===== config.mk =====
export PLATFORM = sky130hd
export DESIGN_NAME = csr_access_unit
export DESIGN_NICKNAME = d
export VERILOG_FILES = /design/src/rtl/csr_access_unit_pkg.sv /design/src/rtl/csr_access_unit_timer.sv /design/src/rtl/csr_access_unit.sv
export SDC_FILE = /design/constraint.sdc
export NUM_CORES = 1
export LEC_CHECK = 0
export ABC_AREA = 1
export CAP_MARGIN = 20
export CORE_ASPECT_RATIO = 0.8
export CORE_MARGIN = 8
export CORE_UTILIZATION = 58
export CTS_CLUSTER_SIZE = 12
export DETAILED_ROUTE_END_ITERATION = 12
export PLACE_DENSITY = 0.94
export SLEW_MARGIN = 20
export SYNTH_ARGS = -nofsm -noshare
export SYNTH_HDL_FRONTEND = slang
export SYNTH_SLANG_ARGS = --single-unit

===== constraint.sdc =====
create_clock -name clk -period 16.9 [get_ports clk]
set_input_delay 2.535 -clock clk [delete_from_list [all_inputs] [get_ports clk]]
set_output_delay 2.535 -clock clk [all_outputs]
set_load 0.03 [all_outputs]

===== src/rtl/csr_access_unit_pkg.sv =====
// Shared definitions for the CSR access unit: request opcodes, CSR numbers,
// reset values and the masked-exchange helper.
package csr_access_unit_pkg;

    // Request opcodes; encodings 5..7 are executed as reads.
    typedef enum logic [2:0] {
        OP_RD   = 3'd0,
        OP_WR   = 3'd1,
        OP_XCHG = 3'd2,
        OP_LL   = 3'd3,
        OP_SC   = 3'd4
    } req_op_t;

    // Response channel state.
    typedef enum logic {
        ST_IDLE = 1'b0,
        ST_RESP = 1'b1
    } resp_state_t;

    // CSR numbers.
    localparam logic [13:0] CSR_CRMD   = 14'h000;
    localparam logic [13:0] CSR_PRMD   = 14'h001;
    localparam logic [13:0] CSR_ESTAT  = 14'h005;
    localparam logic [13:0] CSR_ERA    = 14'h006;
    localparam logic [13:0] CSR_SAVE0  = 14'h030;
    localparam logic [13:0] CSR_SAVE1  = 14'h031;
    localparam logic [13:0] CSR_SAVE2  = 14'h032;
    localparam logic [13:0] CSR_SAVE3  = 14'h033;
    localparam logic [13:0] CSR_TID    = 14'h040;
    localparam logic [13:0] CSR_TCFG   = 14'h041;
    localparam logic [13:0] CSR_TVAL   = 14'h042;
    localparam logic [13:0] CSR_TICLR  = 14'h044;
    localparam logic [13:0] CSR_LLBCTL = 14'h060;

    // CRMD field positions: PLV[1:0], IE[2], DA[3], PG[4].
    localparam int CRMD_IE_BIT     = 2;
    localparam logic [4:0] CRMD_RESET = 5'h08;

    // LLBCTL field positions.
    localparam int LLBCTL_WCLLB_BIT = 1;
    localparam int LLBCTL_KLO_BIT   = 2;

    // XCHG: bits selected by mask come from wdata, the rest keep the old value.
    function automatic logic [31:0] csr_merge(input logic [31:0] old_val,
                                              input logic [31:0] wdata,
                                              input logic [31:0] mask);
        return (old_val & ~mask) | (wdata & mask);
    endfunction

endpackage


===== src/rtl/csr_access_unit_timer.sv =====
// Stable timer: holds TCFG and the TVAL down-counter and flags the cycle on
// which an armed, enabled count reaches zero. Only built with CSR_TIMER_EN.
module csr_access_unit_timer
    import csr_access_unit_pkg::*;
#(
    parameter int TIMER_W = 32
) (
    input  logic               clk,
    input  logic               rst,
    input  logic               tcfg_we,
    input  logic [TIMER_W-1:0] tcfg_wdata,
    output logic [TIMER_W-1:0] tcfg,
    output logic [TIMER_W-1:0] tval,
    output logic               fire
);

    logic armed;
    logic en;
    logic periodic;

    assign en       = tcfg[0];
    assign periodic = tcfg[1];

    // Fires while the counter sits at zero; the owner sets IS[11] on this edge.
    assign fire = armed & en & (tval == '0);

    // TCFG write loads {InitVal,2'b00} and re-arms; otherwise count down while enabled.
    always_ff @(posedge clk or posedge rst) begin
        if (rst) begin
            tcfg  <= '0;
            tval  <= '0;
            armed <= 1'b0;
        end else if (tcfg_we) begin
            tcfg  <= tcfg_wdata;
            tval  <= {tcfg_wdata[TIMER_W-1:2], 2'b00};
            armed <= 1'b1;
        end else if (armed && en) begin
            if (tval == '0) begin
                if (periodic) begin
                    tval <= {tcfg[TIMER_W-1:2], 2'b00};
                end else begin
                    armed <= 1'b0;
                end
            end else begin
                tval <= tval - TIMER_W'(1);
            end
        end
    end

endmodule


===== src/rtl/csr_access_unit.sv =====
// CSR access unit: executes CSRRD/CSRWR/CSRXCHG/LL.W/SC.W with a one-deep
// response register, owns the architectural CSRs and the LLbit, and applies
// exception entry / ERTN updates from commit.
// Optional stable timer (TCFG/TVAL/TICLR, ESTAT.IS[11]) is built when the
// macro CSR_TIMER_EN is defined; otherwise those CSRs read 0 and IS[11] stays 0.
//
// Handshake: a request transfers on a clock edge where req_valid && req_ready;
// a response transfers where resp_valid && resp_ready. req_ready is high when
// the response slot is empty or being drained this cycle, so with resp_ready
// held high one request is accepted and answered per cycle. While stalled,
// resp_* do not change.
module csr_access_unit
    import csr_access_unit_pkg::*;
#(
    parameter logic [31:0] TID_RESET = 32'h0,
    parameter int          TIMER_W   = 32
) (
    input  logic        clk,
    input  logic        rst,
    input  logic        req_valid,
    output logic        req_ready,
    input  logic [2:0]  req_op,
    input  logic [13:0] req_addr,
    input  logic [31:0] req_wdata,
    input  logic [31:0] req_mask,
    output logic        resp_valid,
    input  logic        resp_ready,
    output logic [31:0] resp_rdata,
    output logic        resp_sc_ok,
    input  logic        excp_valid,
    input  logic [5:0]  excp_ecode,
    input  logic [31:0] excp_pc,
    input  logic        ertn_valid,
    output logic [31:0] era_out,
    output logic        irq_pending
);

    // Architectural state.
    logic [4:0]  crmd;
    logic [2:0]  prmd;
    logic [1:0]  estat_is;
    logic        estat_is11;
    logic [5:0]  estat_ecode;
    logic [31:0] era;
    logic [31:0] save [4];
    logic [31:0] tid;
    logic        llbit;
    logic        klo;

    resp_state_t state;

    // Timer view.
    logic [TIMER_W-1:0] tcfg_val;
    logic [TIMER_W-1:0] tval_val;
    logic               timer_fire;

    // Request decode.
    logic        accept;
    logic        is_wr;
    logic        is_xchg;
    logic        is_ll;
    logic        is_sc;
    logic        wr_en;
    logic [31:0] rd_val;
    logic [31:0] new_val;

    logic sel_crmd;
    logic sel_prmd;
    logic sel_estat;
    logic sel_era;
    logic sel_save;
    logic sel_tid;
    logic sel_llbctl;
    logic ticlr_clr;
    logic wcllb_clr;

    assign req_ready = !resp_valid || resp_ready;
    assign accept    = req_valid && req_ready;

    assign is_wr   = (req_op == OP_WR);
    assign is_xchg = (req_op == OP_XCHG);
    assign is_ll   = (req_op == OP_LL);
    assign is_sc   = (req_op == OP_SC);
    assign wr_en   = accept && (is_wr || is_xchg);

    // Pre-edge read value of the addressed CSR; unlisted numbers and bits read 0.
    always_comb begin
        rd_val = 32'h0;
        case (req_addr)
            CSR_CRMD:   rd_val = {27'h0, crmd};
            CSR_PRMD:   rd_val = {29'h0, prmd};
            CSR_ESTAT:  rd_val = {10'h0, estat_ecode, 4'h0, estat_is11, 9'h0, estat_is};
            CSR_ERA:    rd_val = era;
            CSR_SAVE0:  rd_val = save[0];
            CSR_SAVE1:  rd_val = save[1];
            CSR_SAVE2:  rd_val = save[2];
            CSR_SAVE3:  rd_val = save[3];
            CSR_TID:    rd_val = tid;
            CSR_TCFG:   rd_val = 32'(tcfg_val);
            CSR_TVAL:   rd_val = 32'(tval_val);
            CSR_LLBCTL: rd_val = {29'h0, klo, 1'b0, llbit};
            default:    rd_val = 32'h0;
        endcase
    end

    // Value to be written: plain write or masked exchange against the old value.
    always_comb begin
        new_val = req_wdata;
        if (is_xchg) begin
            new_val = csr_merge(rd_val, req_wdata, req_mask);
        end
    end

    assign sel_crmd   = wr_en && (req_addr == CSR_CRMD);
    assign sel_prmd   = wr_en && (req_addr == CSR_PRMD);
    assign sel_estat  = wr_en && (req_addr == CSR_ESTAT);
    assign sel_era    = wr_en && (req_addr == CSR_ERA);
    assign sel_save   = wr_en && (req_addr[13:2] == CSR_SAVE0[13:2]);
    assign sel_tid    = wr_en && (req_addr == CSR_TID);
    assign sel_llbctl = wr_en && (req_addr == CSR_LLBCTL);
    assign ticlr_clr  = wr_en && (req_addr == CSR_TICLR) && new_val[0];
    assign wcllb_clr  = sel_llbctl && new_val[LLBCTL_WCLLB_BIT];

`ifdef CSR_TIMER_EN
    logic tcfg_we;
    assign tcfg_we = wr_en && (req_addr == CSR_TCFG);

    csr_access_unit_timer #(
        .TIMER_W(TIMER_W)
    ) u_timer (
        .clk       (clk),
        .rst       (rst),
        .tcfg_we   (tcfg_we),
        .tcfg_wdata(new_val[TIMER_W-1:0]),
        .tcfg      (tcfg_val),
        .tval      (tval_val),
        .fire      (timer_fire)
    );
`else
    assign tcfg_val   = '0;
    assign tval_val   = '0;
    assign timer_fire = 1'b0;
`endif

    // CRMD/PRMD/ERA/ESTAT: exception entry beats ERTN beats the request.
    always_ff @(posedge clk or posedge rst) begin
        if (rst) begin
            crmd        <= CRMD_RESET;
            prmd        <= 3'h0;
            era         <= 32'h0;
            estat_is    <= 2'h0;
            estat_is11  <= 1'b0;
            estat_ecode <= 6'h0;
        end else begin
            if (excp_valid) begin
                crmd[2:0] <= 3'h0;
            end else if (ertn_valid) begin
                crmd[2:0] <= prmd;
            end else if (sel_crmd) begin
                crmd[2:0] <= new_val[2:0];
            end
            if (sel_crmd) begin
                crmd[4:3] <= new_val[4:3];
            end

            if (excp_valid) begin
                prmd <= crmd[2:0];
            end else if (sel_prmd) begin
                prmd <= new_val[2:0];
            end

            if (excp_valid) begin
                era <= excp_pc;
            end else if (sel_era) begin
                era <= new_val;
            end

            if (excp_valid) begin
                estat_ecode <= excp_ecode;
            end

            if (sel_estat) begin
                estat_is <= new_val[1:0];
            end

            // A timer expiry on the same edge as a TICLR write leaves IS[11] set.
            if (timer_fire) begin
                estat_is11 <= 1'b1;
            end else if (ticlr_clr) begin
                estat_is11 <= 1'b0;
            end
        end
    end

    // Scratch registers and TID: written only by requests.
    always_ff @(posedge clk or posedge rst) begin
        if (rst) begin
            for (int i = 0; i < 4; i++) begin
                save[i] <= 32'h0;
            end
            tid <= TID_RESET;
        end else begin
            if (sel_save) begin
                save[req_addr[1:0]] <= new_val;
            end
            if (sel_tid) begin
                tid <= new_val;
            end
        end
    end

    // LLbit and KLO: ERTN consumes KLO if set, otherwise clears LLbit.
    always_ff @(posedge clk or posedge rst) begin
        if (rst) begin
            llbit <= 1'b0;
            klo   <= 1'b0;
        end else begin
            if (ertn_valid && !klo) begin
                llbit <= 1'b0;
            end else if (accept && is_ll) begin
                llbit <= 1'b1;
            end else if ((accept && is_sc) || wcllb_clr) begin
                llbit <= 1'b0;
            end

            if (ertn_valid && klo) begin
                klo <= 1'b0;
            end else if (sel_llbctl) begin
                klo <= new_val[LLBCTL_KLO_BIT];
            end
        end
    end

    // Response FSM: capture the pre-edge result on accept, hold until drained.
    always_ff @(posedge clk or posedge rst) begin
        if (rst) begin
            state      <= ST_IDLE;
            resp_rdata <= 32'h0;
            resp_sc_ok <= 1'b0;
        end else begin
            case (state)
                ST_IDLE: begin
                    if (accept) begin
                        state      <= ST_RESP;
                        resp_rdata <= (is_ll || is_sc) ? 32'h0 : rd_val;
                        resp_sc_ok <= is_sc && llbit;
                    end
                end
                ST_RESP: begin
                    if (accept) begin
                        state      <= ST_RESP;
                        resp_rdata <= (is_ll || is_sc) ? 32'h0 : rd_val;
                        resp_sc_ok <= is_sc && llbit;
                    end else if (resp_ready) begin
                        state <= ST_IDLE;
                    end
                end
                default: state <= ST_IDLE;
            endcase
        end
    end

    assign resp_valid  = (state == ST_RESP);
    assign era_out     = era;
    assign irq_pending = crmd[CRMD_IE_BIT] && (estat_is11 || (|estat_is));

endmodule


Word-level counts from Yosys, hierarchy flattened:

Cells that the tools add are included.

* $lt $le $gt $ge: 2
* equality and inequality tests: 14
* bitwise logic cells: 6
* reduce and logical (&&, ||, !) cells: 30
* muxes and demuxes: 24

Operators by type and width (number)
* $pmux W32 S10: 1
* $mux W32: 6
* $bwmux W128: 1
* $and A32 B32 Y32: 2
* $demux W32 S2: 1
* $eq A14 B6 Y1 const B: 4
* $not A32 Y32: 1
* $or A32 B32 Y32: 1
* $eq A14 B3 Y1 const B: 2
* $eq A14 B7 Y1 const B: 2
* $logic_and A1 B1 Y1: 17
* $mux W3: 5
* $eq A14 B1 Y1 const B: 1
* $logic_not A14 Y1: 1
* $eq A12 B4 Y1 const B: 1
* $mux W1: 9
* $eq A3 B2 Y1 const B: 2
* $reduce_bool A2 Y1: 3
* $reduce_bool A3 Y1: 2
* $logic_or A1 B1 Y1: 4
* $eq A3 B1 Y1 const B: 1
* $eq A3 B3 Y1 const B: 1
* $ge A3 B3 Y1 const B: 1
* $lt A3 B1 Y1 const B: 1
* other kinds (5): 6

* bits in registers: 244
* output and inout bits: 68

Longest topological paths before layout:

Gate-level depths: netlist of run 1.

* depth in word-level cells: 10
* depth in mapped cells: 15
* depth with buffers taken out: 14

Worst setup path after synthesis of run 1:

No wires, ideal clock.

* kind: input to output
* from: input port resp_ready
* to: output port req_ready
* path slack: 11.647 ns
* stages: 2
* required time: 14.365 ns
* arrival time: 2.718 ns
* cells stage by stage: inv_1 -> nand2_2

* longest elaborated chain between the ends: 1

Ends and longest elaborated chain
* start, declared: RTL line csr_access_unit.sv:27 `input logic resp_ready,`
* $logic_or A1 B1 Y1: RTL line csr_access_unit.sv:77 `assign req_ready = !resp_valid || resp_ready;`
* end, declared: RTL line csr_access_unit.sv:21 `output logic req_ready,`

No other way between the ends.

Worst setup path in the final report of run 1:

Ends and elaborated chain as after synthesis.

==> results of run 1 <==
==> logic make-up after synthesis <==
kind of cell	after synthesis
buffers and inverters	192
muxes	1
and+or+nand+nor	767
DFF	244
AOI/OAI and AO/OA	285
==> stage by stage <==
stage | setup WS [ps] | hold WS [ps] | util (%) | power [mW]
finish | 10580 | 473 | 71.9 | 1.26
global route | 10530 | 486 | 71.9 | 1.30
CTS | 10570 | 480 | 71.9 | 1.26
detailed placement | 10570 | 465 | 68.1 | 0.739
global placement | 10580 | 460 | 68.1 | 0.736
floorplan | 7670 | 449 | - | 0.674
==> power breakdown <==
group	leakage, nW	switching (mW)	internal (mW)
Clock	0.371	0.232	0.297
Combinational	3.37	0.0774	0.0526
Sequential	3.20	0.00678	0.594
==> worst paths after layout <==
check	to	depth (start not counted)	start	slack (ps)
setup reg to reg	save[1]	10	resp_valid	13500
min in group asynchronous	era_out[25]	2	rst	2550
max in group asynchronous	resp_rdata[15]	3	rst	12860
setup / recovery	req_ready	4	resp_ready	10580
hold / removal	resp_rdata[11]	1	resp_rdata[11]	470
hold reg to reg	resp_rdata[11]	1	resp_rdata[11]	470
==> cell usage in the layout (no fill, tap or decap), types with 25 or more instances in the layout <==
master and n:
nand2_1 448, dfrtp_1 243, clkdlybuf4s50_1 191, nand3_1 114, o21ai_0 111, inv_1 105
nor2_1 95, o21ai_1 89, or2_2 28, clkbuf_16 25
==> flip-flops by register name (all words and copies together) (netlist names), 2 cells and up <==
name,count
tid,32
save,128
crmd,5
prmd,3
era_out,32
resp_rdata,32
estat_ecode,6
estat_is,2
==> Yosys cell counts, types with 11 or more instances <==
master	number
nand2_2	14
clkbuf_1	34
buf_2	14
o21ai_2	11
a21oi_1	22
o21bai_1	19
or2_2	28
o21ai_1	89
nand2_1	448
o22ai_1	15
inv_2	16
dfrtp_1	243
o21ai_0	111
nand3_1	116
inv_1	106
nand4_1	12
nor2_1	95
nor3_1	17
==> cell type report <==
type / count / area [um^2]
timing repair buffer: 198 / 1960
fill: 1437 / 5740
sequential: 244 / 6110
tap: 269 / 337
inverter: 123 / 470
multi-input combinational: 1053 / 5030
clock buffer: 41 / 736
clock inverter: 2 / 28.8
==> worst max-delay path: stages <==
cell,delay (ps)
clkdlybuf4s50_1,460
inv_1,40
nand2_2,70
clkdlybuf4s50_1,680
==> per-layer routing <==
metal / part of all wire [%] / vias up
met5: 0 / -
met3: 12 / 121
li1: - / 5140
met2: 45 / 783
met4: 3.6 / 0
met1: 40 / 5423
==> flow_metrics.env, run 1 <==
export IMPL_timing_setup_tns_ps=0
export IMPL_area_growth_pct=23.0
export IMPL_hold_viol=0
export IMPL_synth_adder_area_share_pct=0
export IMPL_synth_edf_count=0
export IMPL_crit_fanout=3
export IMPL_ys_seq_elements=244
export IMPL_worstPathRequired_ps=14370
export IMPL_worst_setup_path_start_kind="input pin"
export IMPL_async_flop_share_pct=100
export IMPL_crit_type="in2out"
export IMPL_nNetsFinal=1770
export IMPL_cts_tree="done"
export IMPL_dieHeight_um=144
export IMPL_p_leak_nw=6.94
export IMPL_dr_pass1_iters=8
export IMPL_drtIter0Drc=1423
export IMPL_synth_compound_area_share_pct=13.3
export IMPL_dp_hpwl_um=24700
export IMPL_final_max_slew_viol_count=0
export IMPL_clk_pin_slew_ps=60
export IMPL_die_area_um2=25400
export IMPL_powerDensity_nw_per_um2=85.9
export IMPL_synth_warnings=0
export IMPL_row_count=47
export IMPL_post_route_min_period_ps=6320
export IMPL_met1_usage_pct=39.7
export IMPL_synth_simple_gate_area_share_pct=28.7
export IMPL_grt_use_met2_pct=46.6
export IMPL_io_buffers=192
export IMPL_drv_cap=0
export IMPL_stdcell_area_um2=14700
export IMPL_tightest_slew_ps=1050
export IMPL_grt_overflow_total=0
export IMPL_avgViaCountPerCell=5.94
export IMPL_crit_arrival_ps=3790
export IMPL_cts_sinks=244
export IMPL_synthMuxAreaShare_pct=0.0839
export IMPL_finalNonFillerCells=1930
export IMPL_hold_buffers=0
export IMPL_synth_top_family_by_area="simple AND/OR/NAND/NOR gates"
export IMPL_cts_buffer_depth=3
export IMPL_io_pins=193
export IMPL_fmax_mhz=158
export IMPL_numCtsBuffers=25
export IMPL_track_usage_pct=29.7
export IMPL_peakVddDrop_mv=0.0506
export IMPL_post_place_cells=1887
export IMPL_synth_xor_area_share_pct=0
export IMPL_syn_mean_instance_area_um2=8.01
export IMPL_postRouteAntennaNets=0
export IMPL_avgRoutedWirePerCell_um=19.7
export IMPL_hold_class="reg2reg"
export IMPL_grt_pass1_vias=11500
export IMPL_clock_latency_ps=540
export IMPL_antenna_cells=0
export IMPL_initial_core_util_pct=58.5
export IMPL_die_width_um=176
export IMPL_yosysSeqAreaShare_pct=51.2
export IMPL_synth_area_top_cells="dfrtp_1 51%, nand2_1 14%, nand3_1 4.9%"
export IMPL_antenna_found_initial=0
export IMPL_synth_fp_nets=1614
export IMPL_syn_inst=1489
export IMPL_dpl_cell_area_um2=13900
export IMPL_ys_types=36
export IMPL_period_share_pct=37.4
export IMPL_drive_above_1_share_pct=8.73
export IMPL_gp_congestion=0.947
export IMPL_status="finished, final reports clean"
export IMPL_grt_max_degree=116
export IMPL_grt_pass1_wl_um=60200
export IMPL_yosysTopAreaCellShare_pct=51.0
export IMPL_syn_area_um2=11900
export IMPL_met3_usage_pct=6.78
export IMPL_slew_headroom_pct=29.7
export IMPL_wl_um=38100
export IMPL_rsz0062_at_grt="no"
export IMPL_cts_htree_levels=1
export IMPL_busiest_layer="met2"
export IMPL_skew_ps=16.9
export IMPL_synth_top_area_cell="dfrtp_1"
export IMPL_post_cts_buffers=0
export IMPL_root_buffer="clkbuf_16"
export IMPL_fp_coreArea_um2=20400
export IMPL_cts_resized=0
export IMPL_crit_path_end_kind="primary output"
export IMPL_setup_violations=0
export IMPL_synth_top_flop_cell="dfrtp_1"
export IMPL_drc=0
export IMPL_num_vias=11500
(Power assumes the default switching activity.)
==> inputs of run 2 (changes only) <==
--- a/config.mk
+++ b/config.mk
@@ -9,10 +9,10 @@
 export CAP_MARGIN = 20
 export CORE_ASPECT_RATIO = 0.8
 export CORE_MARGIN = 8
-export CORE_UTILIZATION = 58
+export CORE_UTILIZATION = 54
 export CTS_CLUSTER_SIZE = 12
 export DETAILED_ROUTE_END_ITERATION = 12
-export PLACE_DENSITY = 0.94
+export PLACE_DENSITY = 0.88
 export SLEW_MARGIN = 20
 export SYNTH_ARGS = -nofsm -noshare
 export SYNTH_HDL_FRONTEND = slang
==> constraint.sdc (replaced) <==
create_clock -name clk -period 5.92 [get_ports clk]
set_input_delay 0.888 -clock clk [delete_from_list [all_inputs] [get_ports clk]]
set_output_delay 0.888 -clock clk [all_outputs]
set_load 0.03 [all_outputs]
==> flow_metrics.env, run 2 (same netlist as run 1, synthesis figures left out) <==
export IMPL_post_cts_buffers=0
export IMPL_grt_max_degree=169
export IMPL_rr_worst_depth=9
export IMPL_hold_viol=0
export IMPL_crit_fanout=46
export IMPL_p_leak_nw=6.95
export IMPL_io_buffers=192
export IMPL_finalNonFillerCells=1936
export IMPL_r2r_start="resp_valid"
export IMPL_hold_buffers=0
export IMPL_gp_congestion=0.936
export IMPL_avgRoutedWirePerCell_um=19.5
export IMPL_dr_pass1_iters=5
export IMPL_cts_tree="done"
export IMPL_drtIter0Drc=1369
export IMPL_dieHeight_um=149
export IMPL_cts_htree_levels=1
export IMPL_grt_overflow_total=0
export IMPL_dp_hpwl_um=25200
export IMPL_rsz0062_at_grt="no"
export IMPL_num_vias=11200
export IMPL_cts_sinks=244
export IMPL_peakVddDrop_mv=0.206
export IMPL_worst_setup_path_start_kind="input pin"
export IMPL_crit_type="in2reg"
export IMPL_clock_latency_ps=520
export IMPL_tightest_slew_ps=1040
export IMPL_rrSetupSlack_ps=2730
export IMPL_largest_reg_flops=128
export IMPL_postRouteAntennaNets=0
export IMPL_skew_ps=6.63
export IMPL_cts_resized=0
export IMPL_track_usage_pct=27.3
export IMPL_fp_coreArea_um2=21600
export IMPL_post_place_cells=1896
export IMPL_fmax_mhz=274
export IMPL_timing_setup_tns_ps=0
export IMPL_initial_core_util_pct=55.2
export IMPL_grt_pass1_vias=11100
export IMPL_die_width_um=182
export IMPL_setup_violations=0
export IMPL_max_stage_delay_ps=530
export IMPL_avgViaCountPerCell=5.78
export IMPL_grt_pass1_wl_um=59100
export IMPL_regMostFlops="save"
export IMPL_root_buffer="clkbuf_16"
export IMPL_slew_headroom_pct=30.5
export IMPL_cts_buffer_depth=3
export IMPL_final_common_cell="nand2_1"
export IMPL_final_max_slew_viol_count=0
export IMPL_worstPathRequired_ps=6330
export IMPL_crit_chain="clkdlybuf4s50_1 -> inv_1 -> nand2_2 -> nand2_2 -> inv_2 -> nand4_4 -> inv_2 -> nand2_2 -> nor2_4 -> inv_2 -> o21ai_0"
export IMPL_area_growth_pct=23.2
export IMPL_numCtsBuffers=25
export IMPL_period_share_pct=61.7
export IMPL_powerDensity_nw_per_um2=244
export IMPL_io_pins=193
export IMPL_layout_common_cells="448 x nand2_1, 243 x dfrtp_1, 191 x clkdlybuf4s50_1"
export IMPL_drv_cap=0
export IMPL_clk_pin_slew_ps=60
export IMPL_total_power_mw=3.58
export IMPL_row_count=48
export IMPL_antenna_found_initial=1
export IMPL_endpoint="save[1]"
export IMPL_worstReg2RegEnd="save[1]"
export IMPL_hold_class="reg2reg"
export IMPL_crit_arrival_ps=4060
export IMPL_crit_path_start="resp_ready"
export IMPL_crit_slowest_cell="nand2_2"
export IMPL_drc=0
export IMPL_drive_above_1_share_pct=8.86
export IMPL_post_route_min_period_ps=3650
export IMPL_n_fill_cell=1658
export IMPL_crit_path_end_kind="register"
export IMPL_nNetsFinal=1773
export IMPL_wl_um=37800
export IMPL_status="finished, final reports clean"
export IMPL_die_area_um2=27100
## run 2: stage by stage
| stage | area, um^2 | setup slack [ps] | util (%) | hold slack, ps |
|---|---|---|---|---|
| 3_5_place_dp | 13900 | 1860 | 64.5 | 466 |
| 5_1_grt | 14700 | 2060 | 68.0 | 500 |
| 2_1_floorplan | 11900 | 1830 | - | 449 |
| 6_report | 14700 | 2270 | 68.0 | 478 |
| 4_1_cts | 14700 | 2330 | 68.0 | 480 |
| 3_3_place_gp | 13900 | 1920 | 64.5 | 460 |
## run 2: worst min-delay path by stage
| stage | from | endpoint | slack, ps | depth (start not counted) |
|---|---|---|---|---|
| 6_report | resp_rdata[21] | resp_rdata[21] | 480 | 1 |
| 5_1_grt | resp_rdata[0] | resp_rdata[0] | 500 | 1 |
| 4_1_cts | crmd[3] | crmd[3] | 480 | 2 |
| 3_5_place_dp | save[107] | save[107] | 470 | 2 |
| 3_3_place_gp | resp_rdata[20] | resp_rdata[20] | 460 | 1 |
| 2_1_floorplan | crmd[2] | crmd[2] | 450 | 2 |
## run 2: where the power goes
part           leakage [nW]  internal, mW  switching [mW]
clock network         0.365         0.864           0.633
registers              3.20          1.70          0.0208
logic                  3.38         0.152           0.217
total                  6.95          2.71           0.870
## run 2: worst max-delay path, delay by kind of cell
kind | cells | cell delay (ps)
AO/OA/AOI/OAI | 1 | 380
AND/OR/NAND/NOR | 5 | 1390
buffers and inverters | 5 | 1380
## run 2: final cells by class
type	count	area [um^2]	share of cell area [%]
flip-flops and latches	244	6110	41.6
multi-input cells	1053	5030	34.2
clock inverters	2	38.8	0.264
diodes	1	2.50	0.0170
well taps	275	344	2.34
inverters	123	467	3.18
clock buffers	37	711	4.84
repair buffers	201	2000	13.6
## run 2: layer usage
layer	up-vias	global-route usage [%]	share of wire, %
li1	5159	-	-
met1	5306	36.9	42
met2	626	41.8	45
met3	97	7.72	11
met4	2	9.37	2.8
met5	-	0	0.032
==> RTL change (flow settings as in run 2) <==
Add a define of `CSR_TIMER_EN`.
--- a/src/rtl/csr_access_unit.sv
+++ b/src/rtl/csr_access_unit.sv
@@ -9,6 +9,8 @@
 // the response slot is empty or being drained this cycle, so with resp_ready
 // held high one request is accepted and answered per cycle. While stalled,
 // resp_* do not change.
+`define CSR_TIMER_EN
+
 module csr_access_unit
     import csr_access_unit_pkg::*;
 #(
Function: changed (Yosys sat finds a counterexample within 4 cycles, from zero or initial values and one cycle with rst high).
==> RTL change against run 2 <==
  * Worst setup slack got worse by 0.65 ns
  * Die area rose by 33%
  * Cell area rose by 33%
  * Cell count rose by 40%
  * Hold slack barely moved
  * Sequential cell count rose by 66
  * Power rose by 27%
  * Sequential share of layout area fell by 1.7 points
  * Combinational power rose by 11%
  * Synthesized cell count rose by 44%
  * Highest routed layer is now met4
  * First-iteration DRC count rose by 55%
  * Synthesized area rose by 37%
  * Critical endpoint is now u_timer.tval[11]$_DFFE_PP0P_
  * Wire length rose by 56%
==> RTL change: results (changes against run 2) <==
Status
  • Outcome: finished clean (unchanged)

Cells and area
  • Comb_multi_in: 1547 (was 1053)
  • Non-Clock Buffer Area Fraction: 10.7% (was 13.6%)
  • Clock tree buffer count of the final layout: 47 (was 37)
  • Final net count: 2404 (was 1773)
  • Footprint of the multi-input gates: 0.00746 mm^2 (was 0.00503 mm^2)
  • Final clock-cell share: 5.11% (was 5.10%)

Drt
  • Wire length per cell: 21.8 um (was 19.5 um)
  • DR vias/cell: 6.13 (was 5.78)

Critical path
  • R2r startpoint: u_timer.tval[22]$_DFFE_PP0P_ (was resp_valid$_DFF_PP0_)
  • Logic depth of the worst register-to-register path: 10 (was 9)
  • FF-to-FF End: u_timer.tval[15]$_DFFE_PP0P_ (was save[1]$_DFFE_PP0P_)
  • Worst-path fanout max: 57 (was 46)
  • Maximum single-stage delay on the critical path: 0.63 ns (was 0.53 ns)

GRT
  • Initial antenna violation count: 0 (was 1)
  • Met1 usage in global routing: 43.8% (was 36.9%)
  • Overall global routing resource usage: 32.0% (was 27.3%)
  • First-pass GRT wire length: 90.9 mm (was 59.1 mm)
  • Vias in the first global route: 16100 (was 11100)
  • Global-route track usage on met3: 7.52% (was 7.72%)
  • Largest net degree at the start of global routing: 130 (was 169)

Synthesis
  • Flip-flop and latch count after synthesis: 310 (was 244)
  • Syn avg cell area: 7.67 um^2 (was 8.01 um^2)
  • Leading post-synthesis cells by instance count: nand2_1 (519), dfrtp_1 (309), nand3_1 (265) (was nand2_1 (448), dfrtp_1 (243), nand3_1 (116))

Placement
  • Pre-CTS WS: 1.29 ns (was 1.86 ns)
  • Final weighted congestion in routability-driven placement: 0.959 (was 0.936)
  • DP Wirelength: 39.6 mm (was 25.2 mm)
  • Total instance count after detailed placement: 2654 (was 1896)
  • Area after DPL: 0.0185 mm^2 (was 0.0139 mm^2)

Clocking
  • Max H-tree Level: 2 (was 1)

STA
  • Final critical-path required period: 4.30 ns (was 3.65 ns)
[RTL change: cell types whose count changed after synthesis, sizes merged, moves of 7 or more]
cell	run 2	this run
nand2	467	537
o211ai	0	13
xor2	0	18
nand3	125	287
clkbuf	34	59
inv	122	169
a21oi	22	43
a22o	10	20
dfrtp	243	309
o21bai	19	12
nand4	13	41
o22ai	15	42
buf	35	49
nor2	109	253
[RTL change: layer usage]
| metal | routed length [um] | vias to the layer above |
|---|---|---|
| li1 | - | 7332 |
| met1 | 23900 | 7889 |
| met2 | 25500 | 1184 |
| met3 | 7010 | 210 |
| met4 | 2630 | 0 |
| met5 | 0 | - |
[RTL change: metrics by stage]
stage               util [%]  power [uW]
floorplan                  -        2400
global route            64.7        4680
CTS                     64.7        4560
finish                  64.7        4550
detailed placement      61.4        2610
global placement        61.4        2600
[RTL change: cell families after synthesis]
logic type      count (synthesis)
compound gates                349
simple gates                 1175
fa+ha+maj                       2
buf+inv                       280
flops                         310
xor+xnor                       21
